## config.mk

```make
export PLATFORM = sky130hd
export DESIGN_NAME = udp_sample_framer
export DESIGN_NICKNAME = d
export VERILOG_FILES = /design/src/rtl/udp_sample_framer.sv
export SDC_FILE = /design/constraint.sdc
export NUM_CORES = 1
export LEC_CHECK = 0
export BUFFER_PORTS_ARGS = -buffer_cell sky130_fd_sc_hd__buf_2
export CORE_ASPECT_RATIO = 0.5
export CORE_MARGIN = 10
export CORE_UTILIZATION = 28
export CTS_BUF_LIST = sky130_fd_sc_hd__clkbuf_2 sky130_fd_sc_hd__clkbuf_4 sky130_fd_sc_hd__clkbuf_8
export DETAILED_ROUTE_END_ITERATION = 10
export SETUP_SLACK_MARGIN = 0.5
export SYNTH_ARGS = -nofsm -noshare
export SYNTH_HDL_FRONTEND = slang
export SYNTH_SLANG_ARGS = --single-unit
```

## constraint.sdc

```tcl
create_clock -name clk -period 4.2 [get_ports clk]
set_clock_uncertainty 0.2 [all_clocks]
set_input_delay 0.84 -clock clk [delete_from_list [all_inputs] [get_ports clk]]
set_output_delay 0.84 -clock clk [all_outputs]
set_load 0.005 [all_outputs]
```

## src/rtl/udp_sample_framer.sv

```systemverilog
// udp_sample_framer: packs 32-bit IQ samples into Ethernet/IPv4/UDP frames
// for a byte-wide MAC transmit write interface. The MAC adds preamble/FCS;
// this block builds the headers, including the IPv4 header checksum.
// Optional: define UDP_FRAMER_SEQNUM_EN to prefix each payload with a
// 4-byte big-endian frame sequence counter.
module udp_sample_framer #(
  parameter int unsigned SAMPLES_PER_PKT = 256,
  parameter int unsigned IP_TTL          = 64
) (
  input  logic        clk,
  input  logic        rst,
  input  logic        enable,
  input  logic [31:0] s_data,
  input  logic        s_valid,
  output logic        s_ready,
  input  logic [47:0] cfg_src_mac,
  input  logic [47:0] cfg_dst_mac,
  input  logic [31:0] cfg_src_ip,
  input  logic [31:0] cfg_dst_ip,
  input  logic [15:0] cfg_src_port,
  input  logic [15:0] cfg_dst_port,
  output logic [7:0]  tx_data,
  output logic        tx_sop,
  output logic        tx_eop,
  output logic        tx_err,
  output logic        tx_wren,
  input  logic        tx_rdy,
  output logic        busy
);

`ifdef UDP_FRAMER_SEQNUM_EN
  localparam int unsigned SEQ_BYTES = 4;
`else
  localparam int unsigned SEQ_BYTES = 0;
`endif
  localparam int unsigned PAY_BYTES = 4 * SAMPLES_PER_PKT + SEQ_BYTES;
  localparam logic [15:0] TOTLEN   = 16'(28 + PAY_BYTES);
  localparam logic [15:0] UDPLEN   = 16'(8 + PAY_BYTES);
  localparam logic [10:0] LAST_PAY = 11'(PAY_BYTES - 1);
  localparam logic [8:0]  N_SAMP   = 9'(SAMPLES_PER_PKT);
  localparam logic [7:0]  TTL      = 8'(IP_TTL);

  typedef enum logic [1:0] {IDLE, CSUM, HEADER, PAYLOAD} state_t;

  state_t      state_q, state_d;
  logic [5:0]  cnt_q, cnt_d;
  logic [19:0] acc_q, acc_d;
  logic [15:0] csum_q, csum_d;
  logic [15:0] ident_q, ident_d;
  logic [47:0] src_mac_q, src_mac_d, dst_mac_q, dst_mac_d;
  logic [31:0] src_ip_q, src_ip_d, dst_ip_q, dst_ip_d;
  logic [15:0] src_port_q, src_port_d, dst_port_q, dst_port_d;
  logic [31:0] hold_q, hold_d;
  logic [2:0]  hold_cnt_q, hold_cnt_d;
  logic [8:0]  samp_cnt_q, samp_cnt_d;
  logic [10:0] pay_cnt_q, pay_cnt_d;
  logic [7:0]  tx_data_q, tx_data_d;
  logic        tx_sop_q, tx_sop_d, tx_eop_q, tx_eop_d, tx_wren_q, tx_wren_d;
  logic        s_ready_q, s_ready_d, busy_q, busy_d;
`ifdef UDP_FRAMER_SEQNUM_EN
  logic [31:0] seq_q, seq_d;
`endif

  logic [335:0] hdr_vec;
  logic [8:0]   hdr_shift;
  logic [7:0]   hdr_byte;
  logic [15:0]  csum_word;
  logic [16:0]  fold1, fold2;
  logic         out_free, take, emit;
  logic [7:0]   emit_byte;

  assign hdr_vec = {dst_mac_q, src_mac_q, 16'h0800, 8'h45, 8'h00, TOTLEN, ident_q,
                    8'h40, 8'h00, TTL, 8'h11, csum_q, src_ip_q, dst_ip_q,
                    src_port_q, dst_port_q, UDPLEN, 16'h0000};
  assign hdr_shift = {6'd41 - cnt_q, 3'b000};
  assign hdr_byte  = hdr_vec[hdr_shift +: 8];

  assign tx_data = tx_data_q;
  assign tx_sop  = tx_sop_q;
  assign tx_eop  = tx_eop_q;
  assign tx_wren = tx_wren_q;
  assign tx_err  = 1'b0;
  assign s_ready = s_ready_q;
  assign busy    = busy_q;

  // Next-state and next-output computation; all outputs are registered below.
  // HEADER hands over to PAYLOAD once byte 41 is loaded into the output
  // register, so the first payload byte can follow it without a gap.
  always_comb begin
    state_d    = state_q;
    cnt_d      = cnt_q;
    acc_d      = acc_q;
    csum_d     = csum_q;
    ident_d    = ident_q;
    src_mac_d  = src_mac_q;
    dst_mac_d  = dst_mac_q;
    src_ip_d   = src_ip_q;
    dst_ip_d   = dst_ip_q;
    src_port_d = src_port_q;
    dst_port_d = dst_port_q;
    hold_d     = hold_q;
    hold_cnt_d = hold_cnt_q;
    samp_cnt_d = samp_cnt_q;
    pay_cnt_d  = pay_cnt_q;
    tx_data_d  = tx_data_q;
    tx_sop_d   = tx_sop_q;
    tx_eop_d   = tx_eop_q;
    tx_wren_d  = tx_wren_q;
`ifdef UDP_FRAMER_SEQNUM_EN
    seq_d      = seq_q;
`endif
    out_free   = !tx_wren_q || tx_rdy;
    take       = s_ready_q && s_valid;
    emit       = 1'b0;
    emit_byte  = '0;
    fold1      = {1'b0, acc_q[15:0]} + {13'd0, acc_q[19:16]};
    fold2      = {1'b0, fold1[15:0]} + {16'd0, fold1[16]};
    case (cnt_q)
      6'd0:    csum_word = 16'h4500;
      6'd1:    csum_word = TOTLEN;
      6'd2:    csum_word = ident_q;
      6'd3:    csum_word = 16'h4000;
      6'd4:    csum_word = {TTL, 8'h11};
      6'd6:    csum_word = src_ip_q[31:16];
      6'd7:    csum_word = src_ip_q[15:0];
      6'd8:    csum_word = dst_ip_q[31:16];
      6'd9:    csum_word = dst_ip_q[15:0];
      default: csum_word = 16'h0000;
    endcase

    case (state_q)
      IDLE: begin
        if (enable && s_valid) begin
          state_d    = CSUM;
          cnt_d      = '0;
          acc_d      = '0;
          src_mac_d  = cfg_src_mac;
          dst_mac_d  = cfg_dst_mac;
          src_ip_d   = cfg_src_ip;
          dst_ip_d   = cfg_dst_ip;
          src_port_d = cfg_src_port;
          dst_port_d = cfg_dst_port;
        end
      end
      CSUM: begin
        if (cnt_q == 6'd10) begin
          csum_d  = ~fold2[15:0];
          state_d = HEADER;
          cnt_d   = '0;
        end else begin
          acc_d = acc_q + {4'h0, csum_word};
          cnt_d = cnt_q + 6'd1;
        end
      end
      HEADER: begin
        if (out_free) begin
          tx_data_d = hdr_byte;
          tx_sop_d  = (cnt_q == 6'd0);
          tx_eop_d  = 1'b0;
          tx_wren_d = 1'b1;
          if (cnt_q == 6'd41) begin
            state_d    = PAYLOAD;
            pay_cnt_d  = '0;
            samp_cnt_d = '0;
`ifdef UDP_FRAMER_SEQNUM_EN
            hold_d     = seq_q;
            hold_cnt_d = 3'd4;
`else
            hold_cnt_d = 3'd0;
`endif
          end else begin
            cnt_d = cnt_q + 6'd1;
          end
        end
      end
      PAYLOAD: begin
        if (tx_wren_q && tx_rdy && tx_eop_q) begin
          state_d   = IDLE;
          tx_wren_d = 1'b0;
          tx_sop_d  = 1'b0;
          tx_eop_d  = 1'b0;
          ident_d   = ident_q + 16'd1;
`ifdef UDP_FRAMER_SEQNUM_EN
          seq_d     = seq_q + 32'd1;
`endif
        end else begin
          // A sample is only taken when the holding register is empty, so
          // it either feeds the output directly or fills the register.
          if (take) begin
            samp_cnt_d = samp_cnt_q + 9'd1;
            if (out_free) begin
              emit       = 1'b1;
              emit_byte  = s_data[31:24];
              hold_d     = {s_data[23:0], 8'h00};
              hold_cnt_d = 3'd3;
            end else begin
              hold_d     = s_data;
              hold_cnt_d = 3'd4;
            end
          end else if (out_free && hold_cnt_q != 3'd0) begin
            emit       = 1'b1;
            emit_byte  = hold_q[31:24];
            hold_d     = {hold_q[23:0], 8'h00};
            hold_cnt_d = hold_cnt_q - 3'd1;
          end
          if (out_free) begin
            tx_sop_d  = 1'b0;
            tx_wren_d = emit;
            tx_eop_d  = emit && (pay_cnt_q == LAST_PAY);
            if (emit) begin
              tx_data_d = emit_byte;
              pay_cnt_d = pay_cnt_q + 11'd1;
            end
          end
        end
      end
      default: state_d = IDLE;
    endcase

    s_ready_d = (state_d == PAYLOAD) && (hold_cnt_d == 3'd0) && (samp_cnt_d < N_SAMP);
    busy_d    = (state_d != IDLE);
  end

  // State and output registers with synchronous reset.
  always_ff @(posedge clk) begin
    if (rst) begin
      state_q    <= IDLE;
      cnt_q      <= '0;
      acc_q      <= '0;
      csum_q     <= '0;
      ident_q    <= '0;
      src_mac_q  <= '0;
      dst_mac_q  <= '0;
      src_ip_q   <= '0;
      dst_ip_q   <= '0;
      src_port_q <= '0;
      dst_port_q <= '0;
      hold_q     <= '0;
      hold_cnt_q <= '0;
      samp_cnt_q <= '0;
      pay_cnt_q  <= '0;
      tx_data_q  <= '0;
      tx_sop_q   <= 1'b0;
      tx_eop_q   <= 1'b0;
      tx_wren_q  <= 1'b0;
      s_ready_q  <= 1'b0;
      busy_q     <= 1'b0;
`ifdef UDP_FRAMER_SEQNUM_EN
      seq_q      <= '0;
`endif
    end else begin
      state_q    <= state_d;
      cnt_q      <= cnt_d;
      acc_q      <= acc_d;
      csum_q     <= csum_d;
      ident_q    <= ident_d;
      src_mac_q  <= src_mac_d;
      dst_mac_q  <= dst_mac_d;
      src_ip_q   <= src_ip_d;
      dst_ip_q   <= dst_ip_d;
      src_port_q <= src_port_d;
      dst_port_q <= dst_port_d;
      hold_q     <= hold_d;
      hold_cnt_q <= hold_cnt_d;
      samp_cnt_q <= samp_cnt_d;
      pay_cnt_q  <= pay_cnt_d;
      tx_data_q  <= tx_data_d;
      tx_sop_q   <= tx_sop_d;
      tx_eop_q   <= tx_eop_d;
      tx_wren_q  <= tx_wren_d;
      s_ready_q  <= s_ready_d;
      busy_q     <= busy_d;
`ifdef UDP_FRAMER_SEQNUM_EN
      seq_q      <= seq_d;
`endif
    end
  end

endmodule

```

; Yosys cells after proc, flatten, opt, wreduce, memory -nomap -nowiden
; Index checks and enable logic that the tools add are counted.
[totals]
register_bits = 320
latchBits = 0
mem_bits_rw = 0
rom_bits = 0
in_bits = 229
output_inout_bits = 14
elab_cells = 145
memories = 0
[classes]
add_sub_neg = 9
mul = 0
div_mod_pow = 0
n_lt_le_gt_ge = 1
eq_ne = 24
n_shift = 1
mux = 59
n_bitwise = 2
n_reduce_logical = 28
[op_table]
columns = op, n
row1 = $shiftx 336x10->8, 1
row2 = $pmux 16 s9, 1
row3 = $mux 32, 3
row4 = $mux 11, 5
row5 = $mux 8, 6
row6 = $mux 20, 2
row7 = $pmux 20 s2, 1
row8 = $mux 9, 4
row9 = $mux 6, 4
row10 = $pmux 11 s2, 1
row11 = $add 20x16->20, 1
row12 = $eq 6x3->1 const B, 3
row13 = $eq 6x4->1 const B, 3
row14 = $mux 3, 6
row15 = $pmux 6 s3, 1
row16 = $pmux 9 s2, 1
row17 = $add 16x4->17, 1
row18 = $add 16x1->16, 1
row19 = $add 16x1->16 const B, 1
row20 = $ne 2x2->1 const B, 8
row21 = $not 16->16, 1
row22 = $pmux 8 s2, 1
row23 = $mux 1, 13
row24 = $eq 6x2->1 const B, 2
row25 = 30 further kinds, 53

; Depth between registers and ports, before layout
; Gate-level depths: netlist of run 1.
[logic_depth]
depth_word = 11
depth_mapped = 18
depth_no_buf = 15

; Worst setup path after synthesis of run 1
; No wires, ideal clock.
[synth_path]
kind = register to register
startpoint = register cnt_q[0]
endpoint = register acc_q[18]
setup_time_ns = 0.131
t_arrival_ns = 3.694
required_time_ns = 3.869
slack_ns = 0.175
path_stages_with_launch = 18
n_path_buf = 3
period_less_slack_ns = 4.025
cell_sequence = dfxtp_1 buf_2 inv_2 ha_1 clkbuf_1 and2_1 clkbuf_1 a222oi_1 nand2_1 ha_1 fa_1 a21o_1 a21o_1 a2111oi_2 o211ai_1 a31oi_1 o21ai_0 nor3b_1
[synth_via]
elab_chain_len = 5
[synth_rtl]
columns = item, line_no
row1 = from (decl), 46  ; logic [5:0] cnt_q, cnt_d;
row2 = from (signal assigned), 253  ; cnt_q <= cnt_d;
row3 = $eq 6x4->1 (tied with other cells), 118  ; case (cnt_q)
row4 = $pmux 16 s9, 118
row5 = $add 20x16->20, 151  ; acc_d = acc_q + {4'h0, csum_word};
row6 = $mux 20, 146  ; if (cnt_q == 6'd10) begin
row7 = $pmux 20 s2, 131  ; case (state_q)
row8 = to (signal assigned), 229  ; acc_q <= '0;
row9 = to (signal assigned), 254  ; acc_q <= acc_d;
row10 = to (decl), 47  ; logic [19:0] acc_q, acc_d;
; Several ways; a longest one is shown, not always the timed one. The select of a mux whose other input is x is not followed.
; A chain may end at the register's enable or synchronous reset.

; Worst setup path in the final report of run 1
[layout_path]
startpoint = register cnt_q[1]
endpoint = register acc_q[18]
; The elaborated chain is that of the path after synthesis.

==> metrics.txt, run 1 <==
status finished clean; Starting Density 28.4%; ys async rst share 0%; Total Wirelength 57700 um; flop2flop setup slack 520 ps; Clock Latency Late Sink 640 ps; CTS buffer count 52; post-synthesis net count 2325; P per Cell Area 446 nW/um2; Worst-path clk slew 60 ps; most used flip-flop cell after synthesis dfxtp_1; most common cell in the netlist nand2_1; Worst-Margin Slew 1130 ps; Avg WL per Cell 18.7 um; setup TNS 0 ps; detailed router's first-iteration violation count 1676; Die Height 191 um; worst path required time 4460 ps; Max clock buf depth 3; number of port buffers 241; CTS H-tree lvls 2; Placer Congestion 0.942; WS Path Type flop to flop; number of global-route vias before repair 15.2k; Rel. slew slack 24.1%; Syn Inst Count 2056; Top-Level Pins 243; Crit Reg-Reg Startpoint cnt_q[1]$_SDFFE_PP0P_; core outline area 57600 um2; Synth warnings 0; sequential share of the synthesized area 39.1%; critical path fanouts, max 6; # rows 62; share of post-route cells with drive strength above 1 22.4%; Residual DRC 0; number of synthesized flops with an enable pin 0; Antenna Violating Nets Remaining 0; Via density 5.15; Hold Path Class primary input to flop; largest net degree at the start of global routing 194; most common library cells after synthesis nand2_1, dfxtp_1, a21oi_1; Critical path origin cnt_q[1]$_SDFFE_PP0P_; Yosys cell types 83; initial antenna violation count 7; Syn Std Cell Area 16400 um2; total of max-cap violations 0; hold_sp cfg_dst_mac[17]; ranking of synthesized cells by area dfxtp_1, nand2_1, a21oi_1; fin crit share 87.6%; setup violators final 0; DRT Pass-1 Iters 8; RSZ-0062 raised after global routing true; Critical Path End Type flop; post-synth top area share 39.1%; via count 15.9k; Die X 362 um; DP Cell Count 2960; Startpoint Class flop; area grow syn2layout 22.5%; fmax 272 MHz; count of state elements after synthesis 320; clock period minus worst slack 3680 ps; total congestion overflow 0; dpl hpwl 42000 um; die area 69200 um2; clk root buf clkbuf_8; critical path arrival 3940 ps; Layout Cells excl Fill 3082; final net count 2535; final count of pins violating max slew 0; VDD IR-drop max 0.000316 V; Final Hold Viols 0; Lkg Pwr 7.38 nW; dominant cell type by area after synthesis dfxtp_1; Syn Area/Cell 7.97 um2; TritonCTS clock tree done; Tot GR Track Use 15.6%; CTS sink cnt 320; first-pass GRT wire length 87200 um
-- per-layer routing --
layer	vias to the layer above	track usage, %	routed length, um
li1	7671	-	-
met1	7610	19.6	23800
met2	480	26.8	28400
met3	114	2.81	3590
met4	4	5.67	1870
met5	-	0	24
-- path summary, 6_finish.rpt --
kind,end,cells past startpoint
hold reg to reg,hold_q[3]$_SDFFE_PP0P_,2
setup reg to reg,acc_q[18]$_SDFFE_PP0P_,15
setup / recovery,acc_q[18]$_SDFFE_PP0P_,15
hold / removal,dst_mac_q[17]$_SDFFE_PP0P_,3
-- cells in the final DEF (no fill, tap or decap), types with 34 or more instances in the layout --
| master | instances |
|---|---|
| xor2_1 | 39 |
| nor2_1 | 91 |
| mux4_2 | 45 |
| buf_2 | 240 |
| clkbuf_8 | 65 |
| nand2_1 | 569 |
| buf_4 | 60 |
| o21ai_0 | 34 |
| a21oi_1 | 286 |
| dfxtp_1 | 310 |
| nand3_1 | 72 |
-- critical path: stages (launching register included) --
cell and delay (ps):
dfxtp_4 390, inv_4 40, ha_4 180, nand4_1 80
o21ai_1 70, a222oi_1 390, nand2_1 210, ha_4 210
fa_2 340, a21o_1 170, a21o_1 210, a2111oi_4 370
o211ai_1 190, a31oi_2 230, o21ai_1 100, nor3b_1 140
-- cell type report --
class | instances | area (um2)
Clock buffer | 77 | 978
Tap cell | 768 | 961
Antenna cell | 5 | 12.5
Multi-Input combinational cell | 1560 | 9540
Clock inverter | 20 | 267
Fill cell | 6002 | 37600
Timing Repair Buffer | 308 | 1780
Sequential cell | 320 | 6430
Inverter | 24 | 95.1
-- state kept, by name, summed over array words and instances, names as in the netlist, 6 cells and up --
name,flops
samp_cnt_q,9
cnt_q,6
csum_q,16
dst_mac_q,48
src_ip_q,32
ident_q,16
hold_q,32
dst_ip_q,32
tx_data,8
pay_cnt_q,11
src_port_q,16
src_mac_q,48
acc_q,20
dst_port_q,16
-- where the power goes --
part,switching [W],internal [W]
clock,0.00135,0.00187
combinational,0.00144,0.000859
sequential,0.000166,0.00326
total,0.00296,0.00599
-- what timing repair did --
item | 4_1_cts | 5_1_grt
setup buffers | 13 | 7
pin swaps | 20 | 34
resized for setup | 39 | 23
endpoints found under the setup margin | 16 | 15
hold buffers | 0 | 0
-- cells by family after synthesis --
group                      Yosys count  synth area share [%]
muxes                               69                  7.69
buffers and inverters              176                  4.33
adders and majority gates           40                  3.15
AOI/OAI and AO/OA                  524                  19.6
other                                1                0.0229
DFF                                320                  39.1
and+or+nand+nor                    856                  22.2
xor gates and xnor gates            70                  3.83
-- metrics by stage --
| stage | util, % | hold WS (ps) | area (um2) | worst slack (ps) | power (W) |
|---|---|---|---|---|---|
| final | 34.8 | 248 | 20100 | 520 | 0.00894 |
| after global routing | 34.8 | 247 | 20100 | 281 | 0.00935 |
| after CTS | 34.5 | 223 | 19900 | 488 | 0.00894 |
| after detailed placement | 31.9 | 244 | 18400 | 259 | 0.00570 |
| after global placement | 31.9 | 238 | 18400 | 390 | 0.00568 |
| after floorplan | - | 228 | 16400 | 507 | 0.00489 |
Note: power is estimated with default switching activity, not from simulation.
==> run 2: changes to the inputs <==
- PLACE_DENSITY_LB_ADDON: not set -> 0.08
- TNS_END_PERCENT: not set -> 20
==> run 2 against run 1 <==
  * Wire length is 8.2% higher
  * Via count is 1.2% lower
  * Cell area shrank 0.26%
  * Sequential power is essentially flat
  * Non-clock buffer count rose by 14
  * Worst setup slack worse by 79 ps
  * Critical endpoint is now acc_q[16]$_SDFFE_PP0P_
==> metrics.txt, run 2 (synthesized netlist as in run 1, its figures left out) <==
status finished clean; Hold Path Class primary input to flop; Storage cell area 6430 um2; initial antenna violation count 0; P per Cell Area 439 nW/um2; setup TNS 0 ps; total congestion overflow 0; clock period minus worst slack 3760 ps; final count of pins violating max slew 0; worst path required time 4580 ps; Crit-path slowest cell or4_1; Antenna Violating Nets Remaining 0; Die X 362 um; diodes inserted 0; Hold Path End dst_port_q[1]$_SDFFE_PP0P_; hold_sp cfg_dst_port[1]; most frequent cells in the layout nand2_1, dfxtp_1, a21oi_1; Buf/Inv on CP 2; Rel. slew slack 34.9%; Comb power frac 26.3%; CTS H-tree lvls 2; RSZ-0062 raised after global routing true; Clock Latency Late Sink 660 ps; Multi-input gate area 9530 um2; Final Util 34.7%; critical path fanouts, max 9; core outline area 57600 um2; Startpoint Class flop; VDD IR-drop max 0.000204 V; reg2reg path depth 14; number of port buffers 241; Avg WL per Cell 20.2 um; internal power 0.00574 W; Die Height 191 um; Tot GR Track Use 17.2%; Lkg Pwr 7.40 nW; RR Endpoint acc_q[16]$_SDFFE_PP0P_; CP delay by family, top compound AO/OA/AOI/OAI gates; Starting Density 28.4%; WS Path Type flop to flop; Final Hold Viols 0; # rows 62; P_sw 0.00305 W; CP dominant cell by count nand2_1; dpl hpwl 45300 um; number of global-route vias before repair 15.6k; CTS buffer count 51; total of max-cap violations 0; Worst-path clk slew 70 ps; detailed router's first-iteration violation count 1239; Placer Congestion 0.842; Max clock buf depth 3; area grow syn2layout 22.2%; critical path arrival 4140 ps; Crit Reg-Reg Startpoint cnt_q[0]$_SDFFE_PP0P_; largest net degree at the start of global routing 193; Critical Path End Type flop; register share of total power 39.0%; cts hold-fix bufs 0; via count 15.7k; TritonCTS clock tree done; die area 69200 um2; CP peak stage delay 540 ps; Clock power frac 34.7%; Worst-Margin Slew 976 ps; Largest regs dst_mac_q (48), src_mac_q (48); share of post-route cells with drive strength above 1 22.9%; most common cell after layout, fill and taps aside nand2_1; setup violators final 0; first-pass GRT wire length 94100 um; fin crit share 89.5%; CTS sink cnt 320; Via density 5.08; flop2flop setup slack 440 ps; Total Wirelength 62500 um; Filler Cell Count 6181; clk root buf clkbuf_8; Top-Level Pins 243; critical path, cell by cell inv_6, ha_4, nand2_1, nor2_2, buf_4, a222oi_1, nand2_1, ha_2, o2111ai_1, a21o_1, o211ai_1, a31oi_2, or4_1, nand2_1; Hold Crit Depth 3; final net count 2548; Residual DRC 0; fmax 266 MHz; sw frac 34.7%; DRT Pass-1 Iters 8
-- run 2: changes by cell type in the layout (fill, tap and decap cells not counted), sizes merged --
| cell | before | now |
|---|---|---|
| diode | 5 | 0 |
| inv | 24 | 25 |
| buf | 307 | 321 |
| bufinv | 6 | 3 |
| clkbuf | 78 | 75 |
| clkinv | 12 | 13 |
-- run 2: routing by layer --
layer	GRT usage [%]	part of all wire (%)
met2	27.3	45
met1	24.2	48
met3	3.48	5.5
met5	0	0
met4	3.22	1.4
-- run 2: through the flow --
| step | area [um2] | total power (W) | cells | hold slack, ps | setup slack, ps |
|---|---|---|---|---|---|
| 4_1_cts | 19900 | 0.00892 | 3081 | 166 | 448 |
| 3_5_place_dp | 18500 | 0.00578 | 2977 | 244 | 240 |
| 3_3_place_gp | 18500 | 0.00578 | 2977 | 240 | 251 |
| 2_1_floorplan | 16400 | 0.00489 | 2056 | 228 | 507 |
| 5_1_grt | 20000 | 0.00930 | 3087 | 184 | 362 |
| 6_report | 20000 | 0.00879 | 3087 | 223 | 441 |
-- run 2: worst max path at each step --
stage                          start                endpoint  slack [ps]  cells after the start
2_1_floorplan  cnt_q[1]$_SDFFE_PP0P_  acc_q[18]$_SDFFE_PP0P_         510                     17
3_3_place_gp   cnt_q[1]$_SDFFE_PP0P_  acc_q[18]$_SDFFE_PP0P_         250                     15
3_5_place_dp   cnt_q[2]$_SDFFE_PP0P_  acc_q[18]$_SDFFE_PP0P_         240                     14
4_1_cts        cnt_q[0]$_SDFFE_PP0P_  acc_q[18]$_SDFFE_PP0P_         450                     16
5_1_grt        cnt_q[0]$_SDFFE_PP0P_  acc_q[18]$_SDFFE_PP0P_         360                     16
6_report       cnt_q[0]$_SDFFE_PP0P_  acc_q[16]$_SDFFE_PP0P_         440                     14
-- run 2: timing repair --
item	in CTS	in global routing
resized for setup	35	22
buffers inserted	11	6
pin swaps	19	29
setup endpoints to repair	17	19
-- run 2: cell type report --
type / instances / share of cell area (%)
Timing Repair Buffer: 322 / 9.35
Clock buffer: 74 / 4.68
Inverter: 24 / 0.475
Multi-Input combinational cell: 1560 / 47.6
Tap cell: 768 / 4.80
Clock inverter: 19 / 0.988
Sequential cell: 320 / 32.1
-- run 2: power by group through the flow --
| stage | clock network [W] | logic [W] | registers, W |
|---|---|---|---|
| global placement | 0 | 0.00228 | 0.00350 |
| finish | 0.00305 | 0.00232 | 0.00343 |
| floorplan | 0 | 0.00148 | 0.00342 |
| detailed placement | 0 | 0.00228 | 0.00350 |
| global route | 0.00330 | 0.00255 | 0.00345 |
| CTS | 0.00317 | 0.00232 | 0.00343 |
-- run 2: tightest hold or removal path, stage by stage --
cell and delay, ps:
buf_2 90, nand2_1 40, a21oi_1 50
